<file path="src/rtl/fifo_ctrl_pkg.sv">
// fifo_ctrl_pkg
//   Shared types and constants for the FIFO write-side control blocks.
//   - arb_state_t : sequencer states of fifo_wr_arbiter
//   - DEF_WIDTH   : default data width, matches the async_fifo WIDTH
//   - DEF_DEPTH   : default FIFO depth, shared with the FIFO testbench
//   - idx_width() : width of an index able to address n entries (min 1)
package fifo_ctrl_pkg;

    localparam int DEF_WIDTH = 8;
    localparam int DEF_DEPTH = 16;

    typedef enum logic [1:0] {
        IDLE    = 2'd0,
        ISSUE   = 2'd1,
        WAIT    = 2'd2,
        BACKOFF = 2'd3
    } arb_state_t;

    function automatic int idx_width(input int n);
        return (n > 1) ? $clog2(n) : 1;
    endfunction

endpackage

</file>
<file path="src/rtl/rr_arbiter.sv">
// rr_arbiter
//   Stateless rotate-priority selector. The requester at index ptr_i has the
//   highest priority, then ptr_i+1, ... wrapping modulo NREQ. The pointer
//   register itself lives in the parent.
//   Ports:
//     req_i     [NREQ]  : request vector
//     ptr_i     [IDX_W] : highest-priority index (must be < NREQ)
//     sel_oh_o  [NREQ]  : one-hot winner (all zero when no request)
//     sel_idx_o [IDX_W] : winner index (0 when no request)
//     any_o             : at least one request present
module rr_arbiter
    import fifo_ctrl_pkg::*;
#(
    parameter int NREQ  = 4,
    parameter int IDX_W = idx_width(NREQ)
)(
    input  logic [NREQ-1:0]  req_i,
    input  logic [IDX_W-1:0] ptr_i,
    output logic [NREQ-1:0]  sel_oh_o,
    output logic [IDX_W-1:0] sel_idx_o,
    output logic             any_o
);

    // One extra bit so ptr + offset never overflows before the wrap.
    localparam int            SW     = IDX_W + 1;
    localparam logic [SW-1:0] NREQ_W = SW'(NREQ);

    logic [SW-1:0]    sum;
    logic [IDX_W-1:0] pos;
    logic             found;

    always_comb begin
        sel_oh_o  = '0;
        sel_idx_o = '0;
        found     = 1'b0;
        sum       = '0;
        pos       = '0;
        for (int k = 0; k < NREQ; k++) begin
            sum = {1'b0, ptr_i} + SW'(k);
            if (sum >= NREQ_W) begin
                sum = sum - NREQ_W;
            end
            pos = sum[IDX_W-1:0];
            if (!found && req_i[pos]) begin
                sel_oh_o[pos] = 1'b1;
                sel_idx_o     = pos;
                found         = 1'b1;
            end
        end
    end

    assign any_o = |req_i;

endmodule

</file>
<file path="src/rtl/fifo_wr_arbiter.sv">
// fifo_wr_arbiter
//   Round-robin arbiter and write sequencer sharing the write side of one
//   async_fifo between NREQ requesters. A winner's data is captured, written
//   with a single-cycle wr_en, and the FIFO's wr_ack/wr_err handshake is
//   awaited. Errors (wr_err or no response within TIMEOUT cycles) are retried
//   up to MAX_RETRY times before fail is reported. All outputs are registered.
//   Ports:
//     wr_clk_i        : clock
//     clear_i         : asynchronous active-high reset
//     req_i      [N]  : level requests, held until done/fail
//     req_data_i [N*W]: requester i data at [i*WIDTH +: WIDTH]
//     gnt_o      [N]  : one-hot pulse when data is captured and first written
//     done_o     [N]  : pulse when the write is acknowledged
//     fail_o     [N]  : pulse when retries are exhausted
//     fifo_din_o [W]  : FIFO din
//     fifo_wr_en_o    : FIFO wr_en, single-cycle pulse
//     fifo_full_i     : FIFO full
//     fifo_wr_ack_i   : FIFO wr_ack
//     fifo_wr_err_i   : FIFO wr_err
//     busy_o          : high in every state except IDLE
//
//   state   | meaning
//   --------+--------------------------------------------------------------
//   IDLE    | no transaction; arbitrate when a request is present and !full
//   ISSUE   | wr_en pulse on the FIFO; timeout counter loaded
//   WAIT    | waiting for wr_ack / wr_err / timeout
//   BACKOFF | error seen, retry pending; re-issue once the FIFO is not full
module fifo_wr_arbiter
    import fifo_ctrl_pkg::*;
#(
    parameter int NREQ      = 4,
    parameter int WIDTH     = DEF_WIDTH,
    parameter int TIMEOUT   = 4,
    parameter int MAX_RETRY = 3
)(
    input  logic                  wr_clk_i,
    input  logic                  clear_i,
    input  logic [NREQ-1:0]       req_i,
    input  logic [NREQ*WIDTH-1:0] req_data_i,
    output logic [NREQ-1:0]       gnt_o,
    output logic [NREQ-1:0]       done_o,
    output logic [NREQ-1:0]       fail_o,
    output logic [WIDTH-1:0]      fifo_din_o,
    output logic                  fifo_wr_en_o,
    input  logic                  fifo_full_i,
    input  logic                  fifo_wr_ack_i,
    input  logic                  fifo_wr_err_i,
    output logic                  busy_o
);

    localparam int IDX_W = idx_width(NREQ);
    localparam int CNT_W = $clog2(TIMEOUT + 1);
    localparam int RTY_W = 3;

    localparam logic [IDX_W-1:0] LAST_IDX  = IDX_W'(NREQ - 1);
    localparam logic [CNT_W-1:0] CNT_LOAD  = CNT_W'(TIMEOUT);
    localparam logic [RTY_W-1:0] RTY_LIMIT = RTY_W'(MAX_RETRY);

    arb_state_t       state_q, state_d;
    logic [IDX_W-1:0] sel_q,   sel_d;
    logic [IDX_W-1:0] ptr_q,   ptr_d;
    logic [CNT_W-1:0] cnt_q,   cnt_d;
    logic [RTY_W-1:0] rty_q,   rty_d;
    logic [NREQ-1:0]  gnt_q,   gnt_d;
    logic [NREQ-1:0]  done_q,  done_d;
    logic [NREQ-1:0]  fail_q,  fail_d;
    logic [WIDTH-1:0] din_q,   din_d;
    logic             wr_en_q, wr_en_d;
    logic             busy_q,  busy_d;

    logic [NREQ-1:0]  arb_oh;
    logic [IDX_W-1:0] arb_idx;
    logic             arb_any;
    logic [IDX_W-1:0] ptr_after_sel;
    logic             wait_error;

    rr_arbiter #(
        .NREQ  (NREQ),
        .IDX_W (IDX_W)
    ) u_rr_arbiter (
        .req_i     (req_i),
        .ptr_i     (ptr_q),
        .sel_oh_o  (arb_oh),
        .sel_idx_o (arb_idx),
        .any_o     (arb_any)
    );

    // The finished requester drops to lowest priority.
    assign ptr_after_sel = (sel_q == LAST_IDX) ? '0 : sel_q + 1'b1;

    // The counter holds TIMEOUT in the first WAIT cycle, so reaching 1 here
    // means the decrement to 0 happens in the TIMEOUT-th WAIT cycle.
    assign wait_error = fifo_wr_err_i || (cnt_q == CNT_W'(1));

    always_comb begin
        state_d = state_q;
        sel_d   = sel_q;
        ptr_d   = ptr_q;
        cnt_d   = cnt_q;
        rty_d   = rty_q;
        din_d   = din_q;
        gnt_d   = '0;
        done_d  = '0;
        fail_d  = '0;
        wr_en_d = 1'b0;

        unique case (state_q)
            IDLE: begin
                if (arb_any && !fifo_full_i) begin
                    sel_d   = arb_idx;
                    din_d   = req_data_i[arb_idx*WIDTH +: WIDTH];
                    gnt_d   = arb_oh;
                    wr_en_d = 1'b1;
                    state_d = ISSUE;
                end
            end

            ISSUE: begin
                cnt_d   = CNT_LOAD;
                state_d = WAIT;
            end

            WAIT: begin
                cnt_d = cnt_q - 1'b1;
                if (fifo_wr_ack_i) begin
                    done_d[sel_q] = 1'b1;
                    ptr_d         = ptr_after_sel;
                    rty_d         = '0;
                    state_d       = IDLE;
                end else if (wait_error) begin
                    if (rty_q < RTY_LIMIT) begin
                        rty_d   = rty_q + 1'b1;
                        state_d = BACKOFF;
                    end else begin
                        fail_d[sel_q] = 1'b1;
                        ptr_d         = ptr_after_sel;
                        rty_d         = '0;
                        state_d       = IDLE;
                    end
                end
            end

            BACKOFF: begin
                // Retry reuses the captured data in din_q; no new grant.
                if (!fifo_full_i) begin
                    wr_en_d = 1'b1;
                    state_d = ISSUE;
                end
            end

            default: begin
                state_d = IDLE;
            end
        endcase

        busy_d = (state_d != IDLE);
    end

    always_ff @(posedge wr_clk_i or posedge clear_i) begin
        if (clear_i) begin
            state_q <= IDLE;
            sel_q   <= '0;
            ptr_q   <= '0;
            cnt_q   <= '0;
            rty_q   <= '0;
            din_q   <= '0;
            gnt_q   <= '0;
            done_q  <= '0;
            fail_q  <= '0;
            wr_en_q <= 1'b0;
            busy_q  <= 1'b0;
        end else begin
            state_q <= state_d;
            sel_q   <= sel_d;
            ptr_q   <= ptr_d;
            cnt_q   <= cnt_d;
            rty_q   <= rty_d;
            din_q   <= din_d;
            gnt_q   <= gnt_d;
            done_q  <= done_d;
            fail_q  <= fail_d;
            wr_en_q <= wr_en_d;
            busy_q  <= busy_d;
        end
    end

    assign gnt_o        = gnt_q;
    assign done_o       = done_q;
    assign fail_o       = fail_q;
    assign fifo_din_o   = din_q;
    assign fifo_wr_en_o = wr_en_q;
    assign busy_o       = busy_q;

endmodule
</file>
<file path="config.mk">
export PLATFORM = sky130hd
export DESIGN_NAME = fifo_wr_arbiter
export DESIGN_NICKNAME = d
export VERILOG_FILES = /design/src/rtl/fifo_ctrl_pkg.sv /design/src/rtl/rr_arbiter.sv /design/src/rtl/fifo_wr_arbiter.sv
export SDC_FILE = /design/constraint.sdc
export NUM_CORES = 1
export LEC_CHECK = 0
export CORE_MARGIN = 2
export CORE_UTILIZATION = 51
export CTS_CLUSTER_DIAMETER = 30
export DETAILED_ROUTE_END_ITERATION = 10
export PLACE_DENSITY = 0.86
export SLEW_MARGIN = 20
export SYNTH_ARGS = -nofsm -noshare
export SYNTH_HDL_FRONTEND = slang
export SYNTH_HIERARCHICAL = 1
export SYNTH_SLANG_ARGS = --single-unit
</file>
<file path="constraint.sdc">
create_clock -name wr_clk_i -period 7.2 [get_ports wr_clk_i]
set_clock_uncertainty 0.05 [all_clocks]
set_input_delay 0.72 -clock wr_clk_i [delete_from_list [all_inputs] [get_ports wr_clk_i]]
set_output_delay 0.72 -clock wr_clk_i [all_outputs]
set_load 0.02 [all_outputs]
</file>
==> results of run 1 <==
cells by family after synthesis:
| group | synth area share [%] |
|---|---|
| flip-flops | 40.6 |
| AND/OR/NAND/NOR | 11.8 |
| buffers and inverters | 5.50 |
| multiplexers | 20.4 |
| adder cells (fa/ha/maj) | 8.96 |
| AO/OA/AOI/OAI | 12.7 |
worst register-to-register path, cell delays in order (launching register included):
cell and delay (ps):
dfrtp_1 740, inv_1 140, ha_1 410, mux4_2 450, nor2b_1 350, o21ai_0 210, o31ai_4 250, mux4_2 580
mux2_2 290
power breakdown:
part           internal, µW  total, µW  switching, µW
Combinational           361        725            364
Sequential              259        324           65.5
Clock                  96.6        163           66.6
cells in the mapped netlist, types with 2 or more instances:
library cell	number	share of area (%)
dfrtp_1	34	41
nor2_1	14	2.5
a22oi_1	8	2.9
mux4_2	12	13
a211oi_1	2	0.72
inv_1	19	3.4
mux2_2	13	7.0
clkbuf_1	2	0.36
buf_2	5	1.2
o22ai_1	3	0.90
nor2b_1	3	0.90
nand3_1	3	0.72
o211ai_1	2	0.72
nand2_1	4	0.72
ha_1	15	9.0
o21ai_0	11	2.6
and3_1	8	2.4
cells in the final DEF (no fill, tap or decap), types with 8 or more instances in the layout:
| cell type | instances |
|---|---|
| nor2_1 | 14 |
| inv_1 | 19 |
| and3_1 | 8 |
| clkbuf_8 | 8 |
| mux2_2 | 13 |
| ha_1 | 15 |
| clkdlybuf4s50_1 | 62 |
| a22oi_1 | 8 |
| mux4_2 | 12 |
| o21ai_0 | 11 |
| dfrtp_1 | 34 |
per-layer routing:
| layer | vias up | track usage [%] | routed length (µm) |
|---|---|---|---|
| met4 | 0 | 7.50 | 57 |
| met1 | 865 | 27.7 | 1900 |
| met2 | 51 | 41.0 | 2760 |
| li1 | 794 | - | - |
| met5 | - | 0 | 0 |
| met3 | 7 | 3.45 | 183 |
area by class of cell:
class,instances,area [µm²]
Fill cell,294,1110
Multi-Input combinational cell,123,1140
Sequential cell,34,851
Tap cell,50,62.6
Inverter,19,71.3
Timing Repair Buffer,63,628
Clock buffer,8,110
final timing paths:
path,start,to,slack [ps],depth (start not counted)
max in group asynchronous,clear_i,busy_o,6030,3
min in group asynchronous,clear_i,fifo_din_o[6],770,3
hold / removal,fifo_din_o[7],fifo_din_o[7],460,1
setup reg to reg,ptr_q[0],fifo_din_o[1],3610,8
hold reg to reg,fifo_din_o[7],fifo_din_o[7],460,1
setup / recovery,ptr_q[0],fifo_din_o[1],3610,8
per-stage QoR:
stage	hold slack, ps	total power, µW	cell area [µm²]	utilization, %	instances
floorplan	426	845	2090	-	184
global placement	439	996	2750	69.2	289
detailed placement	444	1040	2750	69.2	289
CTS	460	1210	2860	71.9	297
global route	471	1290	2870	72.1	297
finish	457	1210	2870	72.1	297
registers in the layout (all words and copies together) (netlist names):
register / count
cnt_q: 3
fifo_din_o: 8
done_o: 4
busy_o: 1
sel_q: 2
fifo_wr_en_o: 1
state_q: 2
gnt_o: 4
fail_o: 4
rty_q: 3
ptr_q: 2
==> flow_summary.ini, run 1 <==
[grt]
grt_pass1_vias = 1689
grt_pass1_wl_um = 7850
grt_usage_pct = 22.8
grt_max_degree = 35
grt-ovfl-total = 0
grt_antenna_before_repair = 0

[floorplan]
die_h_um = 68.1
start_util_pct = 52.7
die_x_um = 68.1
core_area_um2 = 3970
io_pins = 63
rows = 23
die_area_um2 = 4640

[clocking]
htreeDepth = 2
clk_latency_ps = 280
cts.path.max_buffers = 2
hold_buffers = 0
cts_setup_buffers = 0
numCtsBuffers = 5
cts_tree = built
cts_resized = 0
cts_sinks = 34
clk_pin_slew_ps = 70
root_buffer = clkbuf_8

[worst_setup_path]
crit_chain = inv_1 > ha_1 > mux4_2 > nor2b_1 > o21ai_0 > o31ai_4 > mux4_2 > mux2_2
slowest_stage = dfrtp_1
critPathCaptureType = register
crit_buf_inv = 1
crit_type = reg2reg
cpMostUsedCell = mux4_2
cp_max_fo = 16
crit_family = multiplexers
cp.arrival_ps = 3700
cp-start-kind = register
required_ps = 7310
crit_path_max_incr_delay_ps = 740

[synthesis]
ys_seq_elements = 34
synth_edf_count = 0
synth_area_per_cell_um2 = 11.4
synthArstFlopShare_pct = 100
synth_warnings = 6
synth_cell_types = 43
synth_top_flop_cell = dfrtp_1
synth_area_um2 = 2090
netlist_instances = 184
ys_seq_area_share_pct = 40.6
mappedNetlistNets = 240

[finish]
layout-drive-gt1-share_pct = 16.2
num_antenna_cells = 0
fin_nets = 302
area_growth_pct = 36.8

[detailed_routing]
vias_per_cell = 5.78
first_iter_violations = 103
firstDrtPassIters = 4
num_vias = 1717
route.detailed.drc = 0
wl_per_cell_um = 16.5
ant_nets = 0
routed_wl_um = 4900

[placement]
place.gp.congestion = 0.805
port-buffer-count = 62
dp_hpwl_um = 3800
place_ws_ps = 3150

[timing]
hold_violations = 0
worst_pin_slew_ps = 677
finalCritPeriodShare_pct = 49.9
fin_setup_tns_ps = 0
max_freq_mhz = 279
post-route-min-period_ps = 3590
timing.slew.headroom_pct = 54.8
slew_violations = 0
setup_violations = 0
grt_setup_unrepaired = no
fin_ws_ps = 3610

[power_and_ir_drop]
p_per_area_nw_per_um2 = 423
ir_worst_vdd_v = 0.000255
p_leak_uw = 0.00125

[status]
outcome = completed

[min_path]
hold_class = reg2reg

[job]
maxCapViolations = 0
No activity file was read; power rests on OpenSTA's default activity.
==> run 2, diff against run 1 <==
--- a/config.mk
+++ b/config.mk
@@ -6,10 +6,10 @@
 export NUM_CORES = 1
 export LEC_CHECK = 0
 export CORE_MARGIN = 2
-export CORE_UTILIZATION = 51
+export CORE_UTILIZATION = 43
 export CTS_CLUSTER_DIAMETER = 30
 export DETAILED_ROUTE_END_ITERATION = 10
-export PLACE_DENSITY = 0.86
+export PLACE_DENSITY = 0.77
 export SLEW_MARGIN = 20
 export SYNTH_ARGS = -nofsm -noshare
 export SYNTH_HDL_FRONTEND = slang
==> constraint.sdc (replaced) <==
create_clock -name wr_clk_i -period 3 [get_ports wr_clk_i]
set_clock_uncertainty 0.05 [all_clocks]
set_input_delay 0.3 -clock wr_clk_i [delete_from_list [all_inputs] [get_ports wr_clk_i]]
set_output_delay 0.3 -clock wr_clk_i [all_outputs]
set_load 0.02 [all_outputs]
==> run 2 against run 1 <==
Via count is 1.7% lower; flip-flop and latch count unchanged; core utilization decreased by 9.7 points; global-route usage decreased by 4.7 points; design area increased by 3.0%; highest routed layer unchanged; die area is 17% higher; critical path depth rose by 1; clock power rose to 2.5 times the previous value; sequential share of layout area fell by 0.87 points; largest power group unchanged; power up 150%; combinational power grew to 2.6 times the previous value; worst hold slack got worse by 100 ps.
==> flow_summary.ini, run 2 (synthesis results as in run 1) <==
[status]
outcome = completed

[finish]
mostFrequentLayoutCells = clkdlybuf4s50_1, dfrtp_1, inv_1
largest_register_ffs = 8
layout-drive-gt1-share_pct = 19.2
num_antenna_cells = 0
stdcell_area_um2 = 2950
multi_input_area_um2 = 1140
area_growth_pct = 40.9
final_common_cell = clkdlybuf4s50_1
fillers = 366
fin_nets = 310
ff_latch_area_um2 = 851

[clocking]
cts.path.max_buffers = 2
clk_latency_ps = 290
root_buffer = clkbuf_8
numCtsBuffers = 5
clk_pin_slew_ps = 70
cts_sinks = 34
cts_tree = built
cts_setup_buffers = 0
htreeDepth = 2
cts_resized = 0
hold_buffers = 0

[floorplan]
die_x_um = 73.8
io_pins = 63
start_util_pct = 44.3
die_h_um = 73.8
die_area_um2 = 5440
rows = 25
core_area_um2 = 4720

[power_and_ir_drop]
p_per_area_nw_per_um2 = 1020
p_leak_uw = 0.00129
ir_worst_vdd_v = 0.000617

[placement]
place.gp.congestion = 0.826
port-buffer-count = 62
dp_hpwl_um = 3400
place_area_um2 = 2840

[timing]
grt_setup_unrepaired = no
fin_setup_tns_ps = 0
max_freq_mhz = 360
hold_violations = 0
worst_pin_slew_ps = 418
timing.slew.headroom_pct = 72.1
post-route-min-period_ps = 2780
setup_violations = 0
slew_violations = 0
finalCritPeriodShare_pct = 92.6

[grt]
grt_pass1_vias = 1631
grt-ovfl-total = 0
grt_pass1_wl_um = 7510
grt_usage_pct = 18.1
grt_antenna_before_repair = 0
grt_max_degree = 35

[worst_setup_path]
startpoint = ptr_q[1]
reg2reg_depth = 9
reg2reg_from = ptr_q[1]
crit_type = reg2reg
critPathCaptureType = register
cp_max_fo = 9
cp-start-kind = register
required_ps = 3120
r2r_slack_ps = 220
cp.arrival_ps = 2900
reg2reg_to = fifo_din_o[3]

[detailed_routing]
vias_per_cell = 5.24
ant_nets = 0
num_vias = 1687
firstDrtPassIters = 4
first_iter_violations = 87
wl_per_cell_um = 14.2
routed_wl_um = 4580
route.detailed.drc = 0

[job]
maxCapViolations = 0

[min_path]
hold_class = in2async
run 2: per-layer routing:
metal,global-route usage (%),routed length [µm],vias to the layer above
met1,22.1,1860,837
met4,5.45,61,0
met3,3.70,155,6
met5,0,0,-
li1,-,-,808
met2,31.9,2500,36
run 2: stage by stage:
step                util (%)  worst slack [ps]  cells  power [µW]  hold slack [ps]
floorplan                  -              9.09    184        2040              392
global placement        60.2               113    314        2560              438
detailed placement      60.2              68.1    314        2610              443
CTS                     62.5               229    322        3050              375
global route            62.5              50.1    322        3260              424
finish                  62.5               221    322        3020              355
run 2: worst max path at each step:
| stage | slack, ps | depth (start not counted) | to |
|---|---|---|---|
| after floorplan | 9 | 10 | fifo_din_o[0] |
| after global placement | 110 | 8 | fifo_din_o[7] |
| after detailed placement | 70 | 8 | fifo_din_o[0] |
| after CTS | 230 | 9 | fifo_din_o[0] |
| after global routing | 50 | 9 | fifo_din_o[3] |
| final | 220 | 9 | fifo_din_o[3] |
run 2: layout make-up:
cell class              instances  area share [%]
repair buffers                 71            23.7
flip-flops and latches         34            28.8
inverters                      19            2.42
multi-input cells             123            38.5
clock inverters                 3            1.36
well taps                      67            2.84
clock buffers                   5            2.33
run 2: critical path, stage by stage (launching register included):
cell       delay (ps)
dfrtp_1           360
inv_1              80
ha_1              390
mux4_2            450
nand2b_1          200
o2111ai_1         220
a22o_1            160
buf_4             180
mux4_2            310
mux2_2            270
run 2: report_power, final:
group	internal [µW]	switching, µW
Sequential	623	95.6
Combinational	980	911
Clock	244	165
==> run 3, diff against run 2 <==
--- a/config.mk
+++ b/config.mk
@@ -9,6 +9,7 @@
 export CORE_UTILIZATION = 43
 export CTS_CLUSTER_DIAMETER = 30
 export DETAILED_ROUTE_END_ITERATION = 10
+export GPL_ROUTABILITY_DRIVEN = 0
 export PLACE_DENSITY = 0.77
 export SLEW_MARGIN = 20
 export SYNTH_ARGS = -nofsm -noshare
==> results of run 3 <==
No change in the layout: final DEF, timing and power equal those of run 2.
